[config.mk]
export PLATFORM = sky130hd
export DESIGN_NAME = imm_decode_pipe_flat
export DESIGN_NICKNAME = d
export VERILOG_FILES = /design/src/rtl/imm_pkg.sv /design/src/rtl/imm_decode_pipe_if.sv /design/src/rtl/imm_decode_comb.sv /design/src/rtl/imm_decode_pipe.sv /design/src/flat_wrapper.sv
export SDC_FILE = /design/constraint.sdc
export NUM_CORES = 1
export LEC_CHECK = 0
export ABC_AREA = 1
export CAP_MARGIN = 25
export CORE_MARGIN = 1
export CORE_UTILIZATION = 48
export DETAILED_ROUTE_END_ITERATION = 10
export GPL_ROUTABILITY_DRIVEN = 0
export HOLD_SLACK_MARGIN = 0.02
export PLACE_DENSITY = 0.77
export SYNTH_ARGS = -nofsm -noshare
export SYNTH_HDL_FRONTEND = slang
export SYNTH_SLANG_ARGS = --single-unit
[constraint.sdc]
create_clock -name i_clk -period 2.85 [get_ports i_clk]
set_input_delay 0.4275 -clock i_clk [delete_from_list [all_inputs] [get_ports i_clk]]
set_output_delay 0.4275 -clock i_clk [all_outputs]
set_load 0.01 [all_outputs]
[src/rtl/imm_pkg.sv]
// Shared constants for the immediate-generation stage: one-hot format
// indices and the base/RV64 opcodes recognised by the decoder.
package imm_pkg;

   localparam int FMT_W = 7;

   localparam int FMT_R = 0;
   localparam int FMT_I = 1;
   localparam int FMT_S = 2;
   localparam int FMT_B = 3;
   localparam int FMT_U = 4;
   localparam int FMT_J = 5;
   localparam int FMT_Z = 6;

   localparam logic [6:0] OPC_OP      = 7'b0110011;
   localparam logic [6:0] OPC_OPIMM   = 7'b0010011;
   localparam logic [6:0] OPC_LOAD    = 7'b0000011;
   localparam logic [6:0] OPC_JALR    = 7'b1100111;
   localparam logic [6:0] OPC_STORE   = 7'b0100011;
   localparam logic [6:0] OPC_BRANCH  = 7'b1100011;
   localparam logic [6:0] OPC_LUI     = 7'b0110111;
   localparam logic [6:0] OPC_AUIPC   = 7'b0010111;
   localparam logic [6:0] OPC_JAL     = 7'b1101111;
   localparam logic [6:0] OPC_SYSTEM  = 7'b1110011;
   localparam logic [6:0] OPC_OPIMM32 = 7'b0011011;
   localparam logic [6:0] OPC_OP32    = 7'b0111011;

endpackage

[src/rtl/imm_decode_pipe_if.sv]
// Fetch-side and decode-side handshake bundle of the immediate stage.
// slave is the stage itself, master is whatever drives and drains it.
interface imm_decode_pipe_if
   import imm_pkg::*;
#(
   parameter int XLEN  = 32,
   parameter int TAG_W = 8
) ();

   logic             i_valid;
   logic             o_ready;
   logic [31:0]      i_inst;
   logic [TAG_W-1:0] i_tag;
   logic             o_valid;
   logic             i_ready;
   logic [XLEN-1:0]  o_immediate;
   logic [FMT_W-1:0] o_format;
   logic             o_illegal;
   logic [TAG_W-1:0] o_tag;

   modport slave (
      input  i_valid, i_inst, i_tag, i_ready,
      output o_ready, o_valid, o_immediate, o_format, o_illegal, o_tag
   );

   modport master (
      output i_valid, i_inst, i_tag, i_ready,
      input  o_ready, o_valid, o_immediate, o_format, o_illegal, o_tag
   );

endinterface

[src/rtl/imm_decode_comb.sv]
// Purely combinational opcode-to-format decode and immediate assembly.
module imm_decode_comb
   import imm_pkg::*;
#(
   parameter int XLEN    = 32,
   parameter bit EN_ZIMM = 1'b1
) (
   input  logic [31:0]      inst,
   output logic [FMT_W-1:0] fmt,
   output logic             illegal,
   output logic [XLEN-1:0]  immediate
);

   logic [31:0] imm32;

   always_comb begin
      fmt     = '0;
      illegal = 1'b0;
      case (inst[6:0])
         OPC_OP:                        fmt[FMT_R] = 1'b1;
         OPC_OPIMM, OPC_LOAD, OPC_JALR: fmt[FMT_I] = 1'b1;
         OPC_STORE:                     fmt[FMT_S] = 1'b1;
         OPC_BRANCH:                    fmt[FMT_B] = 1'b1;
         OPC_LUI, OPC_AUIPC:            fmt[FMT_U] = 1'b1;
         OPC_JAL:                       fmt[FMT_J] = 1'b1;
         OPC_SYSTEM: begin
            // CSR immediate forms carry a 5-bit zimm in the rs1 field
            if (EN_ZIMM && inst[14]) fmt[FMT_Z] = 1'b1;
            else                     fmt[FMT_I] = 1'b1;
         end
         OPC_OPIMM32: begin
            if (XLEN == 64) fmt[FMT_I] = 1'b1;
            else            illegal    = 1'b1;
         end
         OPC_OP32: begin
            if (XLEN == 64) fmt[FMT_R] = 1'b1;
            else            illegal    = 1'b1;
         end
         default: illegal = 1'b1;
      endcase
   end

   always_comb begin
      imm32 = '0;
      if (fmt[FMT_I])      imm32 = {{20{inst[31]}}, inst[31:20]};
      else if (fmt[FMT_S]) imm32 = {{20{inst[31]}}, inst[31:25], inst[11:7]};
      else if (fmt[FMT_B]) imm32 = {{19{inst[31]}}, inst[31], inst[7], inst[30:25], inst[11:8], 1'b0};
      else if (fmt[FMT_U]) imm32 = {inst[31:12], 12'b0};
      else if (fmt[FMT_J]) imm32 = {{11{inst[31]}}, inst[31], inst[19:12], inst[20], inst[30:21], 1'b0};
      else if (fmt[FMT_Z]) imm32 = {27'b0, inst[19:15]};
   end

   // Every 32-bit form is already sign-correct, so widening is a plain sign extend
   assign immediate = XLEN'($signed(imm32));

endmodule

[src/rtl/imm_decode_pipe.sv]
// Registered immediate-generation stage: decode ahead of a one-entry
// output register backed by a one-entry skid register.
module imm_decode_pipe
   import imm_pkg::*;
#(
   parameter int XLEN    = 32,
   parameter int TAG_W   = 8,
   parameter bit EN_ZIMM = 1'b1
) (
   input logic               i_clk,
   input logic               i_rst,
   imm_decode_pipe_if.slave  bus
);

   // Handshake: a side transfers on a clock edge where its valid and ready are
   // both 1; valid never depends on ready, and a stalled output holds steady.

   logic [FMT_W-1:0] dec_fmt;
   logic             dec_ill;
   logic [XLEN-1:0]  dec_imm;

   logic             out_valid, skid_valid, ready_q;
   logic [XLEN-1:0]  out_imm, skid_imm;
   logic [FMT_W-1:0] out_fmt, skid_fmt;
   logic             out_ill, skid_ill;
   logic [TAG_W-1:0] out_tag, skid_tag;

   logic in_fire, out_free;

   imm_decode_comb #(.XLEN(XLEN), .EN_ZIMM(EN_ZIMM)) u_dec (
      .inst      (bus.i_inst),
      .fmt       (dec_fmt),
      .illegal   (dec_ill),
      .immediate (dec_imm)
   );

   assign in_fire  = bus.i_valid && ready_q;
   assign out_free = !out_valid || bus.i_ready;

   always_ff @(posedge i_clk or posedge i_rst) begin
      if (i_rst) begin
         out_valid  <= 1'b0;
         skid_valid <= 1'b0;
         ready_q    <= 1'b0;
         out_imm    <= '0;
         out_fmt    <= '0;
         out_ill    <= 1'b0;
         out_tag    <= '0;
         skid_imm   <= '0;
         skid_fmt   <= '0;
         skid_ill   <= 1'b0;
         skid_tag   <= '0;
      end else begin
         ready_q <= !skid_valid;
         if (out_free) begin
            // A full skid implies ready was low, so no new input competes here
            if (skid_valid) begin
               out_valid  <= 1'b1;
               out_imm    <= skid_imm;
               out_fmt    <= skid_fmt;
               out_ill    <= skid_ill;
               out_tag    <= skid_tag;
               skid_valid <= 1'b0;
               ready_q    <= 1'b1;
            end else begin
               out_valid <= in_fire;
               if (in_fire) begin
                  out_imm <= dec_imm;
                  out_fmt <= dec_fmt;
                  out_ill <= dec_ill;
                  out_tag <= bus.i_tag;
               end
            end
         end else if (in_fire) begin
            skid_valid <= 1'b1;
            skid_imm   <= dec_imm;
            skid_fmt   <= dec_fmt;
            skid_ill   <= dec_ill;
            skid_tag   <= bus.i_tag;
            ready_q    <= 1'b0;
         end
      end
   end

   assign bus.o_ready     = ready_q;
   assign bus.o_valid     = out_valid;
   assign bus.o_immediate = out_imm;
   assign bus.o_format    = out_fmt;
   assign bus.o_illegal   = out_ill;
   assign bus.o_tag       = out_tag;

endmodule

[src/flat_wrapper.sv]
// flat-port wrapper written by rule: the top's interface ports become plain ports
module imm_decode_pipe_flat import imm_pkg::*;
#(
   parameter int XLEN    = 32,
   parameter int TAG_W   = 8,
   parameter bit EN_ZIMM = 1'b1
)
  (i_clk, i_rst, bus_i_valid, bus_i_inst, bus_i_tag, bus_i_ready, bus_o_ready, bus_o_valid, bus_o_immediate, bus_o_format, bus_o_illegal, bus_o_tag);
  imm_decode_pipe_if #(.XLEN(XLEN), .TAG_W(TAG_W)) bus_i ();
  input logic i_clk;
  input logic i_rst;
  input wire logic [$bits(bus_i.i_valid)-1:0] bus_i_valid;
  input wire logic [$bits(bus_i.i_inst)-1:0] bus_i_inst;
  input wire logic [$bits(bus_i.i_tag)-1:0] bus_i_tag;
  input wire logic [$bits(bus_i.i_ready)-1:0] bus_i_ready;
  output wire logic [$bits(bus_i.o_ready)-1:0] bus_o_ready;
  output wire logic [$bits(bus_i.o_valid)-1:0] bus_o_valid;
  output wire logic [$bits(bus_i.o_immediate)-1:0] bus_o_immediate;
  output wire logic [$bits(bus_i.o_format)-1:0] bus_o_format;
  output wire logic [$bits(bus_i.o_illegal)-1:0] bus_o_illegal;
  output wire logic [$bits(bus_i.o_tag)-1:0] bus_o_tag;
  assign bus_i.i_valid = bus_i_valid;
  assign bus_i.i_inst = bus_i_inst;
  assign bus_i.i_tag = bus_i_tag;
  assign bus_i.i_ready = bus_i_ready;
  assign bus_o_ready = bus_i.o_ready;
  assign bus_o_valid = bus_i.o_valid;
  assign bus_o_immediate = bus_i.o_immediate;
  assign bus_o_format = bus_i.o_format;
  assign bus_o_illegal = bus_i.o_illegal;
  assign bus_o_tag = bus_i.o_tag;
  imm_decode_pipe #(.XLEN(XLEN), .TAG_W(TAG_W), .EN_ZIMM(EN_ZIMM)) u_core (.i_clk(i_clk), .i_rst(i_rst), .bus(bus_i));
endmodule
==> impl_metrics.tcl <==
set metrics [dict create \
    path_depth 9 \
    rsz0062_at_grt "false" \
    fp-row-count 37 \
    cp_max_fo 14 \
    fin_util_pct 61.41 \
    cp_top_family "simple AND/OR/NAND/NOR gates" \
    finalCritPeriodShare_pct 78.69 \
    ios 94 \
    cts_resized 0 \
    grt_pass1_wl_microns 22240 \
    mappedNetlistArea_sq_um 5136 \
    tns_ps 0 \
    fin_cells 906 \
    slew_headroom_pct 44.79 \
    cts.sinks 99 \
    synth-seq-cells 99 \
    grtUsageMet1_pct 34.73 \
    worst_setup_path_end_kind "register" \
    start_kind "input pin" \
    crit_buf_inv 3 \
    r2r_cells 6 \
    slowest_delay_ps 620 \
    power_density_nw_per_um2 647.5 \
    cts_made_buffers 9 \
    start_util_pct 49.53 \
    hold_path_class "reg2reg" \
    finalHoldViolCount 0 \
    ys_seq_area_share_pct 48.23 \
    wl_microns 13390 \
    seq_area_sq_um 2477 \
    post_drt_wl_per_cell_microns 14.78 \
    path_common_cell "nand2_1" \
    grt_max_degree 79 \
    drive_gt1_share_pct 7.662 \
    die-area_sq_um 11120 \
    hold_buffers 0 \
    crit_type "in2reg" \
    max_freq_mhz 445.9 \
    outcome "finished clean" \
    path_cells "clkdlybuf4s50_1 -> inv_2 -> nor2_1 -> nand2_1 -> o21ai_0 -> inv_1 -> nand3_1 -> nand2_1 -> nand2_1" \
    synth_warnings 0 \
    diodes 0 \
    vias_per_cell 5.416 \
    postCtsSetupBuffers 0 \
    synth_cell_types 23 \
    crit_slowest_cell "nor2_1" \
    multi_input_area_sq_um 2323 \
    worst_pin_slew_ps 825.0 \
    fill_cells 931 \
    drc_errors 0 \
    synth_nets 738 \
    antenna_left 0 \
    finalPower_mw 4.124 \
    grt-ovfl-total 0 \
    power_leakage_nw 3.168 \
    synth_cells 694 \
    grt_use_total_pct 25.40 \
    ir_drop_uv 295.1 \
    drtIter0Drc 431 \
    whs_ps 482.9 \
    clkLatencyLatePin_ps 370 \
    die_h_microns 105.4 \
    core_sq_um 10370 \
    arrival_ps 2550 \
    clock_path_buffers 2 \
    grt_pass1_vias 4635 \
    dr.pass1.iters 5 \
    htreeDepth 3 \
    use_met2_pct 40.60 \
    cap_violations 0 \
    die_w_microns 105.4 \
    setup_viol 0 \
    area_growth_pct 24.00 \
    num_vias 4907 \
    cts_root_buf "clkbuf_8" \
    fin_worst_skew_ps 9.887 \
    min_period_ps 2243 \
    port_buffers 93 \
    slew_viol_final 0 \
    required_ps 3160 \
    dp.cells 891 \
    antenna_found_initial 0 \
    path_clk_slew_ps 90 \
    top_usage_layer "met2" \
    synth.avg_cell_area_sq_um 7.401 \
    cts_tree "done" \
    dp_hpwl_microns 9092 \
    finish.net_count 810 \
    hold_depth 2 \
    grt_util_met3_pct 3.958 \
]
[metal layers]
| layer | vias up | wire [microns] |
|---|---|---|
| li1 | 2391 | - |
| met1 | 2301 | 5996 |
| met2 | 185 | 6314 |
| met3 | 30 | 804 |
| met4 | 0 | 273 |
| met5 | - | 0 |
[through the flow]
step	worst slack (ps)	cell area, sq um
floorplan	1247	5140
global placement	328.6	6161
detailed placement	286.3	6161
CTS	673.0	6369
global route	388.9	6369
finish	607.4	6369
[cells by family (layout without fill, tap and decap cells)]
logic type	Yosys count	after routing	synth area share (%)
AO/OA/AOI/OAI	70	70	7.820
AND/OR/NAND/NOR	448	448	37.27
buffers and inverters	77	153	6.675
flip-flops	99	99	48.23
[cell usage after synthesis (all sizes together)]
cell type  count  area (sq um)
nor3           1         5.000
nand3         95         485.5
nand2        203         769.5
a31oi         33         206.5
dfrtp         99          2477
buf           26         151.4
o21ai         15         75.07
a21oi         18         90.09
nor2         122         485.5
clkbuf        19         71.32
o21a           4         30.03
or2           13         81.33
nand4         14         87.58
inv           32         120.1
[state kept, by name (all words and copies together) (netlist names)]
name / cells
u_core.bus.o_immediate: 32
u_core.skid_imm: 32
u_core.bus.o_tag: 8
u_core.skid_tag: 8
u_core.bus.o_format: 7
u_core.skid_fmt: 7
u_core.bus.o_illegal: 1
u_core.bus.o_ready: 1
u_core.bus.o_valid: 1
u_core.skid_ill: 1
u_core.skid_valid: 1
[where the power goes]
| group | total [mW] | leakage [nW] | internal, mW | switching, mW |
|---|---|---|---|---|
| clock network | 0.985 | 0.0996 | 0.493 | 0.493 |
| logic | 1.19 | 1.82 | 0.589 | 0.605 |
| registers | 1.94 | 1.25 | 1.75 | 0.193 |
| total | 4.12 | 3.17 | 2.83 | 1.29 |
[cell usage in the layout (no fill, tap or decap), types with 2 or more instances in the layout]
master           count
clkbuf_8             9
a21oi_1             18
nand4_1             14
nand2_2              4
nor2_1             115
inv_2                6
dfrtp_1             99
nand3_1             93
bufinv_16            2
nor2_4               3
a31oi_1             33
buf_12               3
o21a_1               4
inv_1               25
nor2_2               4
buf_4               10
nand3_2              2
nand2_1            199
clkinvlp_4           2
clkdlybuf4s50_1     93
o21ai_0             14
clkbuf_1             2
or2_2               13
[worst min-delay path, stage by stage, from the launching register on]
cell and delay [ps]:
dfrtp_1 350, nand2_1 60, nand2_1 50
[layout make-up]
cell class	count	area share [%]
clock buffer	11	2.063
clock inverter	4	1.198
inverter	32	1.945
multi-input combinational	518	36.48
sequential	99	38.90
tap	136	2.672
timing repair buffer	106	16.74
[final timing paths]
| kind | start | end | slack (ps) |
|---|---|---|---|
| max | bus_i_inst[4] | u_core.skid_imm[28] | 610 |
| min | u_core.bus.o_immediate[24] | u_core.bus.o_immediate[24] | 480 |
| max reg2reg | u_core.skid_valid | u_core.bus.o_format[4] | 1050 |
| min reg2reg | u_core.bus.o_immediate[24] | u_core.bus.o_immediate[24] | 480 |
| max in group asynchronous | i_rst | u_core.bus.o_immediate[17] | 1720 |
| min in group asynchronous | i_rst | u_core.bus.o_format[5] | 500 |
Note: power is estimated with default switching activity, not from simulation.
